[src/rtl/tlb_entry_reader.sv]
// tlb_entry_reader
//   Fully-associative translation cache with a single-stage registered lookup
//   response and a refill port. Entries hold {valid, vpn tag, 32-bit data},
//   where data packs {ppn[19:0], u, ae, sw, sx, sr, pw, px, pr, pal, paa, eff, c}
//   with ppn at bits 31:12 and c at bit 0.
//
//   Optional feature macro: TLB_HIT_COUNT_EN adds a 16-bit saturating hit
//   counter output (io_hit_count), cleared by io_flush.
//
// Ports
//   clock, reset_n               : clock, asynchronous active-low reset
//   io_refill_valid/_vpn/_data   : write one entry this cycle
//   io_flush                     : invalidate every entry at the next edge
//   io_req_valid/_ready/_vpn     : lookup request handshake
//   io_resp_valid/_ready         : lookup response handshake
//   io_resp_hit, io_resp_ppn,
//   io_resp_u .. io_resp_c       : registered lookup result (zero on miss)
//   io_hit_count                 : (TLB_HIT_COUNT_EN only) accepted hits
`timescale 1ns/1ps

module tlb_entry_reader #(
  parameter int ENTRIES  = 8,
  parameter int VPN_BITS = 27
) (
  input  logic                clock,
  input  logic                reset_n,
  input  logic                io_refill_valid,
  input  logic [VPN_BITS-1:0] io_refill_vpn,
  input  logic [31:0]         io_refill_data,
  input  logic                io_flush,
  input  logic                io_req_valid,
  output logic                io_req_ready,
  input  logic [VPN_BITS-1:0] io_req_vpn,
  output logic                io_resp_valid,
  input  logic                io_resp_ready,
  output logic                io_resp_hit,
  output logic [19:0]         io_resp_ppn,
  output logic                io_resp_u,
  output logic                io_resp_ae,
  output logic                io_resp_sw,
  output logic                io_resp_sx,
  output logic                io_resp_sr,
  output logic                io_resp_pw,
  output logic                io_resp_px,
  output logic                io_resp_pr,
  output logic                io_resp_pal,
  output logic                io_resp_paa,
  output logic                io_resp_eff,
`ifdef TLB_HIT_COUNT_EN
  output logic [15:0]         io_hit_count,
`endif
  output logic                io_resp_c
);

  localparam int IDX_BITS = (ENTRIES > 1) ? $clog2(ENTRIES) : 1;
  localparam logic [IDX_BITS-1:0] LAST_IDX = IDX_BITS'(ENTRIES - 1);

  // Entry storage. Tags and data are compared in parallel, so they live in
  // flops; only the valid bits need a reset.
  logic [ENTRIES-1:0]  valid_reg;
  logic [VPN_BITS-1:0] tag_mem [ENTRIES];
  logic [31:0]         data_mem [ENTRIES];
  logic [IDX_BITS-1:0] victim_reg;

  // Response register
  logic        resp_valid_reg;
  logic        resp_hit_reg;
  logic [31:0] resp_data_reg;

  logic [ENTRIES-1:0]  lookup_match;
  logic [ENTRIES-1:0]  refill_match;
  logic                lookup_hit;
  logic [31:0]         lookup_data;
  logic                req_fire;
  logic                refill_fire;
  logic                free_found;
  logic [IDX_BITS-1:0] free_idx;
  logic                match_found;
  logic [IDX_BITS-1:0] match_idx;
  logic [IDX_BITS-1:0] refill_slot;
  logic                refill_evicts;
  logic [IDX_BITS-1:0] victim_next;

  assign io_req_ready = !resp_valid_reg || io_resp_ready;
  assign req_fire     = io_req_valid && io_req_ready;
  // A flush in the same cycle drops the refill.
  assign refill_fire  = io_refill_valid && !io_flush;

  // Parallel tag compare for lookup and refill.
  genvar gi;
  generate
    for (gi = 0; gi < ENTRIES; gi++) begin : g_cmp
      assign lookup_match[gi] = valid_reg[gi] && (tag_mem[gi] == io_req_vpn);
      assign refill_match[gi] = valid_reg[gi] && (tag_mem[gi] == io_refill_vpn);
    end
  endgenerate

  // Tags are unique among valid entries, so at most one bit of lookup_match
  // is set and an OR of masked data is a correct one-hot mux. The lookup reads
  // the current array, so a same-cycle refill is not visible to it.
  always_comb begin
    lookup_data = '0;
    for (int i = 0; i < ENTRIES; i++) begin
      if (lookup_match[i]) begin
        lookup_data = lookup_data | data_mem[i];
      end
    end
  end
  assign lookup_hit = |lookup_match;

  // Refill slot: existing matching tag, else lowest free entry, else victim.
  always_comb begin
    free_found  = 1'b0;
    free_idx    = '0;
    match_found = 1'b0;
    match_idx   = '0;
    // Scan downward so the last assignment wins with the lowest index.
    for (int i = ENTRIES - 1; i >= 0; i--) begin
      if (!valid_reg[i]) begin
        free_found = 1'b1;
        free_idx   = IDX_BITS'(i);
      end
      if (refill_match[i]) begin
        match_found = 1'b1;
        match_idx   = IDX_BITS'(i);
      end
    end
    refill_slot   = victim_reg;
    refill_evicts = 1'b0;
    if (match_found) begin
      refill_slot = match_idx;
    end else if (free_found) begin
      refill_slot = free_idx;
    end else begin
      refill_evicts = 1'b1;
    end
  end

  // The victim pointer only moves when a valid, unrelated entry is displaced.
  always_comb begin
    victim_next = victim_reg;
    if (refill_fire && refill_evicts) begin
      victim_next = (victim_reg == LAST_IDX) ? '0 : victim_reg + 1'b1;
    end
  end

  always_ff @(posedge clock or negedge reset_n) begin
    if (!reset_n) begin
      valid_reg  <= '0;
      victim_reg <= '0;
    end else begin
      victim_reg <= victim_next;
      if (io_flush) begin
        valid_reg <= '0;
      end else if (refill_fire) begin
        valid_reg[refill_slot] <= 1'b1;
      end
    end
  end

  always_ff @(posedge clock) begin
    if (refill_fire) begin
      tag_mem[refill_slot]  <= io_refill_vpn;
      data_mem[refill_slot] <= io_refill_data;
    end
  end

  // Single-stage response register. A flush never cancels a registered
  // response; reset discards it.
  always_ff @(posedge clock or negedge reset_n) begin
    if (!reset_n) begin
      resp_valid_reg <= 1'b0;
      resp_hit_reg   <= 1'b0;
      resp_data_reg  <= '0;
    end else if (req_fire) begin
      resp_valid_reg <= 1'b1;
      resp_hit_reg   <= lookup_hit;
      resp_data_reg  <= lookup_data;
    end else if (io_resp_ready) begin
      resp_valid_reg <= 1'b0;
    end
  end

`ifdef TLB_HIT_COUNT_EN
  logic [15:0] hit_count_reg;

  always_ff @(posedge clock or negedge reset_n) begin
    if (!reset_n) begin
      hit_count_reg <= '0;
    end else if (io_flush) begin
      hit_count_reg <= '0;
    end else if (req_fire && lookup_hit && (hit_count_reg != 16'hFFFF)) begin
      hit_count_reg <= hit_count_reg + 16'd1;
    end
  end

  assign io_hit_count = hit_count_reg;
`endif

  assign io_resp_valid = resp_valid_reg;
  assign io_resp_hit   = resp_hit_reg;
  assign io_resp_ppn   = resp_data_reg[31:12];
  assign io_resp_u     = resp_data_reg[11];
  assign io_resp_ae    = resp_data_reg[10];
  assign io_resp_sw    = resp_data_reg[9];
  assign io_resp_sx    = resp_data_reg[8];
  assign io_resp_sr    = resp_data_reg[7];
  assign io_resp_pw    = resp_data_reg[6];
  assign io_resp_px    = resp_data_reg[5];
  assign io_resp_pr    = resp_data_reg[4];
  assign io_resp_pal   = resp_data_reg[3];
  assign io_resp_paa   = resp_data_reg[2];
  assign io_resp_eff   = resp_data_reg[1];
  assign io_resp_c     = resp_data_reg[0];

endmodule

[config.mk]
export PLATFORM = sky130hd
export DESIGN_NAME = tlb_entry_reader
export DESIGN_NICKNAME = d
export VERILOG_FILES = /design/src/rtl/tlb_entry_reader.sv
export SDC_FILE = /design/constraint.sdc
export NUM_CORES = 1
export LEC_CHECK = 0
export CAP_MARGIN = 20
export CORE_UTILIZATION = 35
export CTS_CLUSTER_DIAMETER = 150
export CTS_CLUSTER_SIZE = 20
export DETAILED_ROUTE_END_ITERATION = 10
export DONT_BUFFER_PORTS = 1
export PLACE_DENSITY = 0.45
export SLEW_MARGIN = 20
export SYNTH_ARGS = -nofsm -noshare
export SYNTH_HDL_FRONTEND = slang
export SYNTH_SLANG_ARGS = --single-unit
[constraint.sdc]
create_clock -name clock -period 6.5 [get_ports clock]
set_input_delay 1.95 -clock clock [delete_from_list [all_inputs] [get_ports clock]]
set_output_delay 1.95 -clock clock [all_outputs]
set_load 0.02 [all_outputs]
==> impl_metrics.yaml <==
run_status:
  status: "completed"
sta:
  max_clock_freq_ghz: 0.197
  setup_tns_ps: 0
  finalMaxSlewViolations: 0
  relSlewSlack_pct: 34.3
  hold_viol_final: 0
  setup_viol: 0
  rsz0062_at_grt: "false"
  finalCriticalPeriod_ps: 5070
  post-route-period-util_pct: 78.1
  skew_ps: 48.2
  tightest_slew_ps: 977
drt:
  avgViaCountPerCell: 5.48
  avgRoutedWirePerCell_um: 32.8
  drc_errors: 0
  wirelength_um: 75100
  first_iter_violations: 1116
  num_vias: 12600
  dr.pass1.iters: 6
  ant_nets: 0
layout:
  fill_cells: 5926
  nNetsFinal: 1518
  drive_gt1_share_pct: 6.15
  antennaDiodeCount: 0
  instances_no_fill: 2293
  final_cell_mix: "edfxtp_1, xor2_1, xnor2_1, nand4_1"
  design_area_um2: 24400
  largest_reg_flops: 256
  syn_to_final_growth_pct: 7.95
  final_common_cell: "edfxtp_1"
floorplanning:
  num_rows: 92
  dieArea_um2: 65600
  core_area_um2: 63400
  start_util_pct: 35.6
  die_y_um: 256
  chipWidth_um: 256
  pin_count: 127
clock_network:
  clock_latency_ps: 660
  clkSlewWorstSetupHoldPaths_ps: 90
  post_cts_buffers: 0
  htreeDepth: 1
  hold_buffers: 0
  root_buffer: "clkbuf_16"
  clk_path_buf_depth: 3
  cts_tree: "done"
  cts_resized: 0
  numClockSinks: 517
  cts_inserted_buffers: 29
placed_design:
  dp.cells: 2239
  hpwl_um: 51500
  portBuffers: 0
  placed_area_um2: 23600
  gp_congestion: 1.01
critical_path:
  cp_data_arrival_time_ps: 5330
  critPathKind: "in2reg"
  crit_family: "simple AND/OR/NAND/NOR gates"
  max_stage_delay_ps: 570
  crit_fanout: 36
  critPathSlowestCell: "nor4_1"
  end_kind: "register"
  worst_ep_required_time_ps: 6750
  critical_path_buf_inv_count: 1
  worstSetupStartpointType: "input pin"
  crit_chain: "xnor2_1 > nand4_1 > nor4_1 > nand4_1 > nand4_1 > a21o_1 > nand4_1 > nor2_4 > buf_4"
  cp_common_cell: "nand4_1"
global_routing:
  grt_first_pass_wirelength_um: 105000
  grt_start_max_net_pins: 58
  antenna_found_initial: 2
  grt_usage_pct: 22.6
  grt_overflow_total: 0
  grt_pass1_vias: 12800
synthesis:
  syn_nets: 1544
  synthDistinctLibCells: 45
  syn_area_per_cell_um2: 15.6
  yosysWarnings: 0
  ys_ff_latch: 517
  ys_seq_area_share_pct: 67.7
  synthCells: 1450
  synth_area_um2: 22600
pwr:
  leakage_uw: 0.00776
  ir_drop_mv: 0.221
  p_per_area_nw_per_um2: 244
  power_uw: 5970
worst_hold_path:
  hp-class: "reg2reg"
job:
  drv_cap: 0
==> worst register-to-register path, delay by kind of cell (launching register included) <==
kind	cells	cell delay, ps
and+or+nand+nor	6	2080
xor gates and xnor gates	1	550
buffers and inverters	1	540
DFF	1	450
AOI/OAI and AO/OA	1	150
==> metrics by stage <==
| step | utilization [%] | worst slack, ps | hold WS, ps |
|---|---|---|---|
| 2_1_floorplan | - | -46.1 | 479 |
| 3_3_place_gp | 37.2 | 828 | 520 |
| 3_5_place_dp | 37.2 | 793 | 533 |
| 4_1_cts | 38.5 | 1450 | 555 |
| 5_1_grt | 38.5 | 1280 | 565 |
| 6_report | 38.5 | 1430 | 556 |
==> area by class of cell <==
class / instances / area [um2] / share of cell area, %
Clock buffer: 52 / 812 / 3.33
Clock inverter: 2 / 25.0 / 0.103
Inverter: 10 / 37.5 / 0.154
Multi-Input combinational cell: 837 / 6870 / 28.1
Sequential cell: 517 / 15300 / 62.7
Tap cell: 846 / 1060 / 4.34
Timing Repair Buffer: 29 / 305 / 1.25
==> path summary, 6_finish.rpt <==
check / slack, ps / end / cells past startpoint / startpoint
max reg2reg: 2250 / tag_mem[3][4] / 9 / tag_mem[1][2]
max: 1430 / tag_mem[3][4] / 9 / io_refill_vpn[2]
min in group asynchronous: 980 / valid_reg[3] / 0 / reset_n
min: 560 / victim_reg[1] / 1 / victim_reg[1]
max in group asynchronous: 5340 / resp_data_reg[21] / 0 / reset_n
min reg2reg: 560 / victim_reg[1] / 1 / victim_reg[1]
==> logic make-up (layout without fill, tap and decap cells) <==
family / after synthesis / in the layout / share of synthesized area, %
compound gates: 221 / 221 / 7.73
xor+xnor: 432 / 432 / 16.7
fa+ha+maj: 2 / 2 / 0.111
buf+inv: 96 / 93 / 2.38
flops: 517 / 517 / 67.7
mux: 3 / 3 / 0.149
simple gates: 179 / 179 / 5.23
==> metal layers <==
metal  track usage (%)  vias up  routed length, um
li1                  -     5466                  -
met1              30.0     6647              31900
met4              6.59        4               2500
met2              37.8      364              36300
met5                 0        -                 18
met3              4.01       85               4370
==> where the power goes <==
part           switching [uW]  internal [uW]  total (uW)
Sequential               24.0           3670        3700
Combinational             181            112         293
Clock                    1120            854        1980
==> synth_stat cells, drive strengths merged <==
| cell | number | area share, % |
|---|---|---|
| o31a | 1 | 0.077 |
| mux2 | 3 | 0.15 |
| nand2b | 2 | 0.055 |
| a2111oi | 1 | 0.12 |
| nand2 | 6 | 0.10 |
| o21bai | 1 | 0.033 |
| o21ai | 5 | 0.18 |
| o211a | 1 | 0.044 |
| or4 | 1 | 0.033 |
| a21oi | 3 | 0.066 |
| inv | 10 | 0.17 |
| nor2 | 14 | 0.23 |
| buf | 75 | 2.0 |
| o31ai | 1 | 0.094 |
| a22o | 32 | 1.2 |
| nor3 | 1 | 0.022 |
| clkbuf | 11 | 0.18 |
| nand3 | 4 | 0.11 |
| a221oi | 32 | 1.2 |
| nand4 | 72 | 2.0 |
| a22oi | 65 | 2.2 |
| o211ai | 1 | 0.033 |
| a211oi | 1 | 0.033 |
| a311o | 1 | 0.044 |
| and2 | 1 | 0.028 |
| dfrtp | 45 | 5.0 |
| xor2 | 220 | 8.5 |
| o311ai | 1 | 0.039 |
| a31oi | 32 | 0.89 |
| ha | 2 | 0.11 |
| edfxtp | 472 | 63 |
| o22ai | 8 | 0.28 |
| nor4 | 77 | 2.6 |
| a21o | 35 | 1.2 |
| xnor2 | 212 | 8.2 |
| and4 | 1 | 0.039 |
No activity file was read; power rests on OpenSTA's default activity.
